==> config.mk <==
export PLATFORM = sky130hd
export DESIGN_NAME = pipeline_hazard_unit
export DESIGN_NICKNAME = d
export VERILOG_FILES = /design/src/rtl/pipeline_hazard_unit.sv
export SDC_FILE = /design/constraint.sdc
export NUM_CORES = 1
export LEC_CHECK = 0
export CORE_MARGIN = 10
export CORE_UTILIZATION = 42
export CTS_CLUSTER_DIAMETER = 120
export DETAILED_ROUTE_END_ITERATION = 7
export PLACE_DENSITY_LB_ADDON = 0.25
export SLEW_MARGIN = 20
export SYNTH_ARGS = -nofsm -noshare
export SYNTH_HDL_FRONTEND = slang
export SYNTH_SLANG_ARGS = --single-unit
==> constraint.sdc <==
create_clock -name clk -period 2.9 [get_ports clk]
set_input_delay 0.435 -clock clk [delete_from_list [all_inputs] [get_ports clk]]
set_output_delay 0.435 -clock clk [all_outputs]
set_load 0.005 [all_outputs]
==> src/rtl/pipeline_hazard_unit.sv <==
// Stall/flush and redirect controller for an in-order pipeline.
// Stage 0 is fetch, 1 is decode, 2 is exec and the last stage is writeback.
// Combinational stall/flush vectors are built from per-stage busy flags,
// load-use hazards and redirects. A small FSM keeps a redirect alive while
// fetch cannot accept it. A shift-register scoreboard tracks loads that
// have left exec but whose data cannot be forwarded yet.
module pipeline_hazard_unit #(
    parameter int ADDR_WIDTH     = 32,
    parameter int REG_ADDR_WIDTH = 5,
    parameter int NUM_STAGES     = 5,
    parameter int LOAD_LAT       = 1
) (
    input  logic                      clk,
    input  logic                      rst,
    input  logic                      run,
    input  logic [NUM_STAGES-1:0]     stage_busy,
    input  logic                      regfile_stall,
    input  logic                      dec_rs_enable,
    input  logic [REG_ADDR_WIDTH:0]   dec_rs_addr,
    input  logic                      dec_rt_enable,
    input  logic [REG_ADDR_WIDTH:0]   dec_rt_addr,
    input  logic                      dec_branch,
    input  logic                      exec_wb_reg,
    input  logic                      exec_mem_enable,
    input  logic [REG_ADDR_WIDTH:0]   exec_write_addr,
    input  logic                      exec_take_branch,
    input  logic [ADDR_WIDTH-1:0]     exec_branch_target,
    input  logic                      trap_req,
    input  logic [ADDR_WIDTH-1:0]     trap_target,
    output logic [NUM_STAGES-1:0]     stall,
    output logic [NUM_STAGES-1:0]     flush,
    output logic                      fetch_branch,
    output logic [ADDR_WIDTH-1:0]     fetch_branch_target,
    output logic                      redirect_pending
);

    localparam int PA_W = REG_ADDR_WIDTH + 1;
    // Scoreboard depth; a one-entry dummy is kept when LOAD_LAT is 1 so the
    // hazard logic has a uniform shape.
    localparam int SB_N = LOAD_LAT - 1;
    localparam int SB_D = (SB_N > 0) ? SB_N : 1;

    typedef enum logic {
        S_IDLE = 1'b0,
        S_HOLD = 1'b1
    } state_t;

    state_t                 state_q, state_d;
    logic [ADDR_WIDTH-1:0]  latch_q, latch_d;
    logic                   discard_q;
    logic [SB_D-1:0]        sb_v_q;
    logic [PA_W-1:0]        sb_a_q [SB_D];

    logic                   redir;
    logic [ADDR_WIDTH-1:0]  tgt;
    logic                   exec_load;
    logic                   rs_hit, rt_hit, loaduse;
    logic                   hold;
    logic [NUM_STAGES-1:0]  stall_c, flush_c;

    assign redir     = trap_req | exec_take_branch;
    assign tgt       = trap_req ? trap_target : exec_branch_target;
    assign exec_load = exec_wb_reg & exec_mem_enable;
    assign hold      = (state_q == S_HOLD);

    // Load-use detection against the load in exec and pending scoreboard loads.
    always_comb begin
        rs_hit = exec_load && (exec_write_addr == dec_rs_addr);
        rt_hit = exec_load && (exec_write_addr == dec_rt_addr);
        for (int k = 0; k < SB_D; k++) begin
            if (sb_v_q[k] && (sb_a_q[k] == dec_rs_addr)) rs_hit = 1'b1;
            if (sb_v_q[k] && (sb_a_q[k] == dec_rt_addr)) rt_hit = 1'b1;
        end
        loaduse = (dec_rs_enable && rs_hit && (dec_rs_addr != '0)) ||
                  (dec_rt_enable && rt_hit && (dec_rt_addr != '0));
    end

    // Per-stage stall/flush; a stall propagates upstream from the first busy stage.
    always_comb begin
        stall_c = '0;
        flush_c = '0;
        stall_c[NUM_STAGES-1] = stage_busy[NUM_STAGES-1];
        flush_c[NUM_STAGES-1] = stage_busy[NUM_STAGES-1];
        for (int i = NUM_STAGES - 2; i >= 3; i--) begin
            stall_c[i] = stage_busy[i] | stall_c[i+1];
            flush_c[i] = stage_busy[i];
        end
        stall_c[2] = stage_busy[2] | stall_c[3];
        flush_c[2] = stage_busy[2] | trap_req;
        stall_c[1] = loaduse | (dec_branch & stage_busy[0]) | stall_c[2] | regfile_stall;
        flush_c[1] = loaduse | (dec_branch & stage_busy[0]) | redir | hold;
        stall_c[0] = stage_busy[0] | stall_c[1];
        flush_c[0] = redir | stage_busy[0] | discard_q;
        if (rst || !run) begin
            stall_c = '1;
            flush_c = '1;
        end
    end

    assign stall = stall_c;
    assign flush = flush_c;

    // Redirect FSM: issue immediately when fetch is free, otherwise park the target.
    always_comb begin
        state_d             = state_q;
        latch_d             = latch_q;
        fetch_branch        = 1'b0;
        fetch_branch_target = '0;
        case (state_q)
            S_IDLE: begin
                if (redir) begin
                    if (!stall_c[0]) begin
                        fetch_branch        = 1'b1;
                        fetch_branch_target = tgt;
                    end else begin
                        state_d = S_HOLD;
                        latch_d = tgt;
                    end
                end
            end
            S_HOLD: begin
                // A trap arriving while parked replaces the older target.
                fetch_branch        = 1'b1;
                fetch_branch_target = trap_req ? trap_target : latch_q;
                latch_d             = fetch_branch_target;
                if (!stall_c[0]) state_d = S_IDLE;
            end
            default: state_d = S_IDLE;
        endcase
        if (rst) begin
            fetch_branch        = 1'b0;
            fetch_branch_target = '0;
        end
    end

    assign redirect_pending = hold & ~rst;

    // FSM state, parked target and stale-fetch discard flag.
    always_ff @(posedge clk) begin
        if (rst) begin
            state_q   <= S_IDLE;
            latch_q   <= '0;
            discard_q <= 1'b0;
        end else if (run) begin
            state_q <= state_d;
            latch_q <= latch_d;
            if (redir && stage_busy[0]) discard_q <= 1'b1;
            else if (!stage_busy[0])    discard_q <= 1'b0;
        end
    end

    if (SB_N > 0) begin : g_sb
        // Scoreboard valid bits shift one slot each time exec advances.
        always_ff @(posedge clk) begin
            if (rst) begin
                sb_v_q <= '0;
            end else if (run && !stall_c[2]) begin
                sb_v_q[0] <= exec_load & ~flush_c[2];
                for (int k = 1; k < SB_D; k++) sb_v_q[k] <= sb_v_q[k-1];
            end
        end

        // Scoreboard destination addresses follow the valid bits.
        always_ff @(posedge clk) begin
            if (run && !rst && !stall_c[2]) begin
                sb_a_q[0] <= exec_write_addr;
                for (int k = 1; k < SB_D; k++) sb_a_q[k] <= sb_a_q[k-1];
            end
        end
    end else begin : g_nosb
        assign sb_v_q    = '0;
        assign sb_a_q[0] = '0;
    end

endmodule

==> results_dict.tcl, run 1 <==
set metrics [dict create \
    area_growth_syn_to_layout_pct 62.0 \
    synth_flop_cell "dfxtp_1" \
    syn_nets 515 \
    cts_made_buffers 5 \
    rsz0062_at_grt "true" \
    start_util 0.433 \
    clk_pin_slew_ps 60 \
    min_path_cells 1 \
    reg2reg_from "hold" \
    dp_hpwl_um 8310 \
    max_cap_viol_count 0 \
    final_nets 668 \
    clkPwrFrac 0.249 \
    worst_pin_slew_ps 786 \
    synthTopCellsByCount "66 x nand2_1, 62 x o21ai_0, 37 x nor2_1" \
    cts_root_buf "clkbuf_8" \
    die_h_um 104 \
    yosysMostFrequentCell "nand2_1" \
    crit_required_ps 2470 \
    antenna_found_initial 0 \
    netlist_area_um2 2960 \
    combPwrFrac 0.365 \
    netlist_instances 417 \
    drcViolationCount 0 \
    ys_warn_count 0 \
    stdcell_count 665 \
    cp-start-kind "input port" \
    worst-setup-path-type "in2out" \
    final_core_util 0.701 \
    grt_pass1_wl_um 18300 \
    grt_max_degree 46 \
    leakagePower_uw 0.00213 \
    die_w_um 104 \
    clock_sinks 34 \
    power.total_uw 1430 \
    hold_viol 0 \
    drt_wl_total_um 11800 \
    min_period_ps 2870 \
    seq_area_frac_synth 0.230 \
    synth-edff-count 0 \
    clock_skew_ps 6.38 \
    swShare 0.315 \
    end_kind "output pin" \
    setup-tns-final_ps 0 \
    cts_hold_buf 0 \
    switchingPower_uw 449 \
    avgSynthCellArea_um2 7.09 \
    cts_tree "yes" \
    dieArea_um2 10800 \
    synth_top_area_frac 0.230 \
    hp-class "reg2reg" \
    status "complete, no violations" \
    wl_per_cell_um 17.7 \
    placedCellCount 643 \
    powerDensity_nw_per_um2 298 \
    synth_area_leader_cell "dfxtp_1" \
    drt_iter0_drc 188 \
    period_share 0.991 \
    p_int_uw 979 \
    ant_nets 0 \
    slew_viol_final 0 \
    clock_path_buffers 2 \
    p_seq_frac 0.386 \
    h-tree-depth 2 \
    worstSkewPairLatency_ps 290 \
    fp-row-count 30 \
    holdCritStartpoint "latch_q[5]" \
    via_per_inst 5.49 \
    drive_above_1_share 0.158 \
    fill_cells 600 \
    synthTopCellsByArea "dfxtp_1 23%, mux2i_1 11%, o21ai_0 10%" \
    worst-path-max-fanout 10 \
    synth_cell_type_count 32 \
    grt_pass1_vias 3659 \
    relSlewSlack 0.476 \
    dr.pass1.iters 4 \
    io_pins 142 \
    synth_seq_cells 34 \
    asyncSetResetFlopFracSynth 0 \
    via_count 3653 \
    fmaxAchievable_mhz 348 \
    antenna_cells 0 \
    globalplace.congestion 0.834 \
    critical_path.startpoint "dec_rt_addr[3]" \
    grt_use_total 0.198 \
    coreArea_um2 6830 \
    overflow 0 \
    setup_viol 0 \
    fin_hold_ws_ps 491 \
    reg2regPathDepth 6 \
    worst_ep_arrival_time_ps 2440 \
    peakVddDrop_uv 171 \
    port_buffers 140 \
]
-- final timing paths --
| kind | to | slack (ps) |
|---|---|---|
| hold reg to reg | latch_q[5] | 490 |
| hold / removal | latch_q[5] | 490 |
| setup reg to reg | latch_q[3] | 810 |
| setup / recovery | fetch_branch_target[16] | 30 |
-- stage by stage --
stage | worst slack (ps) | instance area [um2]
2_1_floorplan | 420 | 2960
4_1_cts | -214 | 4700
3_3_place_gp | -402 | 4560
3_5_place_dp | -399 | 4560
5_1_grt | -23.4 | 4790
6_report | 25.4 | 4790
-- repair_timing --
action                     CTS  global route
gates resized for setup     92            48
pin swaps                    3             9
gates cloned                 1             1
hold endpoints to repair     0             0
buffers inserted             9             5
setup endpoints to repair   36            60
-- cells in the final DEF (no fill, tap or decap), drive strengths merged, types with 15 or more instances in the layout --
cell type       n
a211o          32
a211oi         33
buf            58
clkbuf         15
clkdlybuf4s50  90
dfxtp          34
mux2i          32
nand2          66
nand2b         35
nor2           37
o21ai          64
-- routing by layer --
layer  track usage  share of wire
met5             0              0
met4        0.0527          0.012
met3        0.0446          0.052
met2         0.359           0.51
met1         0.227           0.42
-- layout make-up --
class / count / area, um2 / area share
clock buffers: 6 / 82.6 / 0.0173
inverters: 2 / 7.51 / 0.00157
multi-input cells: 341 / 2180 / 0.456
flip-flops and latches: 34 / 682 / 0.142
well taps: 96 / 120 / 0.0251
repair buffers: 186 / 1710 / 0.358
-- flip-flops by register name, indices dropped and copies added (netlist names) --
signal     count
latch_q       32
hold           1
discard_q      1
-- power by group through the flow --
stage | clock (uW) | combinational (uW) | sequential, uW
finish | 355 | 522 | 551
floorplan | 0 | 250 | 536
global route | 371 | 567 | 558
CTS | 356 | 499 | 550
detailed placement | 0 | 497 | 561
global placement | 0 | 479 | 559
-- cells by family after synthesis --
logic type,count (synthesis),share of synthesized area
AND/OR/NAND/NOR,160,0.256
buffers and inverters,42,0.0605
AO/OA/AOI/OAI,137,0.309
XOR/XNOR,12,0.0356
multiplexers,32,0.108
flip-flops,34,0.230
-- worst max-delay path: stages --
cell and delay, ps:
dlygate4sd2_1 240, or4_4 550, o311ai_4 360, a41oi_4 200, buf_6 180, buf_6 140
nor2_1 90, dlygate4sd2_1 240
Power figures use the tool's default switching activity.
==> inputs of run 2 (changes only) <==
--- a/config.mk
+++ b/config.mk
@@ -5,8 +5,9 @@
 export SDC_FILE = /design/constraint.sdc
 export NUM_CORES = 1
 export LEC_CHECK = 0
+export ABC_CLOCK_PERIOD_IN_PS = 3500
 export CORE_MARGIN = 10
-export CORE_UTILIZATION = 42
+export CORE_UTILIZATION = 43
 export CTS_CLUSTER_DIAMETER = 120
 export DETAILED_ROUTE_END_ITERATION = 7
 export PLACE_DENSITY_LB_ADDON = 0.25
==> constraint.sdc (replaced) <==
create_clock -name clk -period 3.5 [get_ports clk]
set_input_delay 0.525 -clock clk [delete_from_list [all_inputs] [get_ports clk]]
set_output_delay 0.525 -clock clk [all_outputs]
set_load 0.005 [all_outputs]
==> run 2 against run 1 <==
Count of clock-buffer cells in the layout up 1; sequential share of layout area up 0.71 points; utilization down 2.2 points; cell count down 6.3%; via count down 3.3%; final area down 4.8%; non-clock buffer count down 28; global-route usage down 0.34 points; largest power group unchanged; highest routed layer unchanged.
==> results_dict.tcl, run 2 (synthesis results as in run 1) <==
set metrics [dict create \
    via_per_inst 5.67 \
    worstSkewPairLatency_ps 290 \
    status "complete, no violations" \
    slew_viol_final 0 \
    clk_pin_slew_ps 70 \
    largest_reg_flops 32 \
    layout_commonest_cell "clkdlybuf4s50_1" \
    drcViolationCount 0 \
    drive_above_1_share 0.0663 \
    leakagePower_uw 0.00187 \
    max_cap_viol_count 0 \
    final_nets 640 \
    antenna_found_initial 0 \
    grt_max_degree 47 \
    antenna_cells 0 \
    coreArea_um2 6720 \
    grt_pass1_vias 3557 \
    worst_ep_arrival_time_ps 2900 \
    hold_viol 0 \
    powerDensity_nw_per_um2 255 \
    drt_wl_total_um 10600 \
    peakVddDrop_uv 146 \
    drt_iter0_drc 125 \
    min_period_ps 3420 \
    final_core_util 0.679 \
    port_buffers 140 \
    place_ws_ps 16.5 \
    clock_sinks 34 \
    crit_required_ps 2970 \
    fp-row-count 30 \
    die_h_um 103 \
    fill_cells 584 \
    cts_tree "yes" \
    worst_pin_slew_ps 742 \
    setup_slack_ps 78.8 \
    cts_made_buffers 5 \
    period_share 0.977 \
    end_kind "output pin" \
    cts_setup_buffers 0 \
    overflow 0 \
    via_count 3533 \
    placedCellCount 615 \
    dieArea_um2 10600 \
    largest-register "latch_q" \
    setup-tns-final_ps 0 \
    final_cell_mix "137 x clkdlybuf4s50_1, 66 x nand2_1, 62 x o21ai_0, 37 x nor2_1, 35 x nand2b_1" \
    io_pins 142 \
    grt_use_total 0.195 \
    fmaxAchievable_mhz 292 \
    grt_pass1_wl_um 17000 \
    worst-setup-path-type "in2out" \
    die_w_um 103 \
    globalplace.congestion 0.781 \
    cts_root_buf "clkbuf_8" \
    wl_per_cell_um 16.9 \
    dp_hpwl_um 7920 \
    hp-class "reg2reg" \
    rsz0062_at_grt "false" \
    dr.pass1.iters 4 \
    h-tree-depth 2 \
    cp-start-kind "input port" \
    relSlewSlack 0.505 \
    clock_path_buffers 2 \
    clock_skew_ps 2.57 \
    stdcell_count 623 \
    start_util 0.440 \
    worst-path-max-fanout 13 \
    setup_viol 0 \
    area_growth_syn_to_layout_pct 54.3 \
    ant_nets 0 \
]
run 2: changes by cell type in the layout (fill, tap and decap cells not counted), moves of 3 or more:
cell,delta
buf_12,-3
buf_2,-11
buf_4,-19
buf_6,-6
clkbuf_2,-9
clkdlybuf4s15_1,-10
clkdlybuf4s50_1,+47
dlygate4sd2_1,-12
dlymetal6s2s_1,-5
nor2_1,+4
nor2_2,-3
run 2: routing by layer:
metal / vias up / wire length (um) / GRT usage
met1: 1657 / 4320 / 0.220
met3: 13 / 792 / 0.0489
li1: 1755 / - / -
met2: 108 / 5290 / 0.353
met5: - / 0 / 0
met4: 0 / 154 / 0.0556
run 2: path summary, 6_finish.rpt:
check | start | end | cells after the start | slack, ps
worst max-delay path | dec_rt_addr[2] | fetch_branch_target[24] | 7 | 80
worst min-delay path | discard_q | discard_q | 2 | 490
worst max register to register | hold | latch_q[6] | 7 | 920
worst min register to register | discard_q | discard_q | 2 | 490
run 2: power breakdown:
part	switching, uW	leakage [uW]	internal [uW]
combinational	173	0.00155	229
clock	146	0.0000482	159
sequential	36.0	0.000280	419
total	355	0.00187	807
run 2: worst max-delay path, stage by stage:
cell	delay [ps]
clkdlybuf4s50_1	440
or4_4	560
o311ai_4	290
a41oi_2	200
buf_6	200
nor2_1	130
clkdlybuf4s50_1	540
run 2: what timing repair did:
action	4_1_cts	5_1_grt
hold buffers	0	0
endpoints found under the setup margin	0	34
resized for setup	0	7
run 2: area by class of cell:
type,instances,area (um2),share of cell area
multi-input cells,341,2130,0.468
repair buffers,158,1540,0.339
flip-flops and latches,34,682,0.150
well taps,80,100,0.0220
clock buffers,7,86.3,0.0189
inverters,2,7.51,0.00165
clock inverters,1,5.00,0.00110
run 2: metrics by stage:
step,total power [uW],hold WS (ps),cell area (um2)
after floorplan,651,452,2960
after global placement,849,468,4440
after detailed placement,862,473,4440
after CTS,1170,485,4530
after global routing,1230,512,4560
final,1160,487,4560
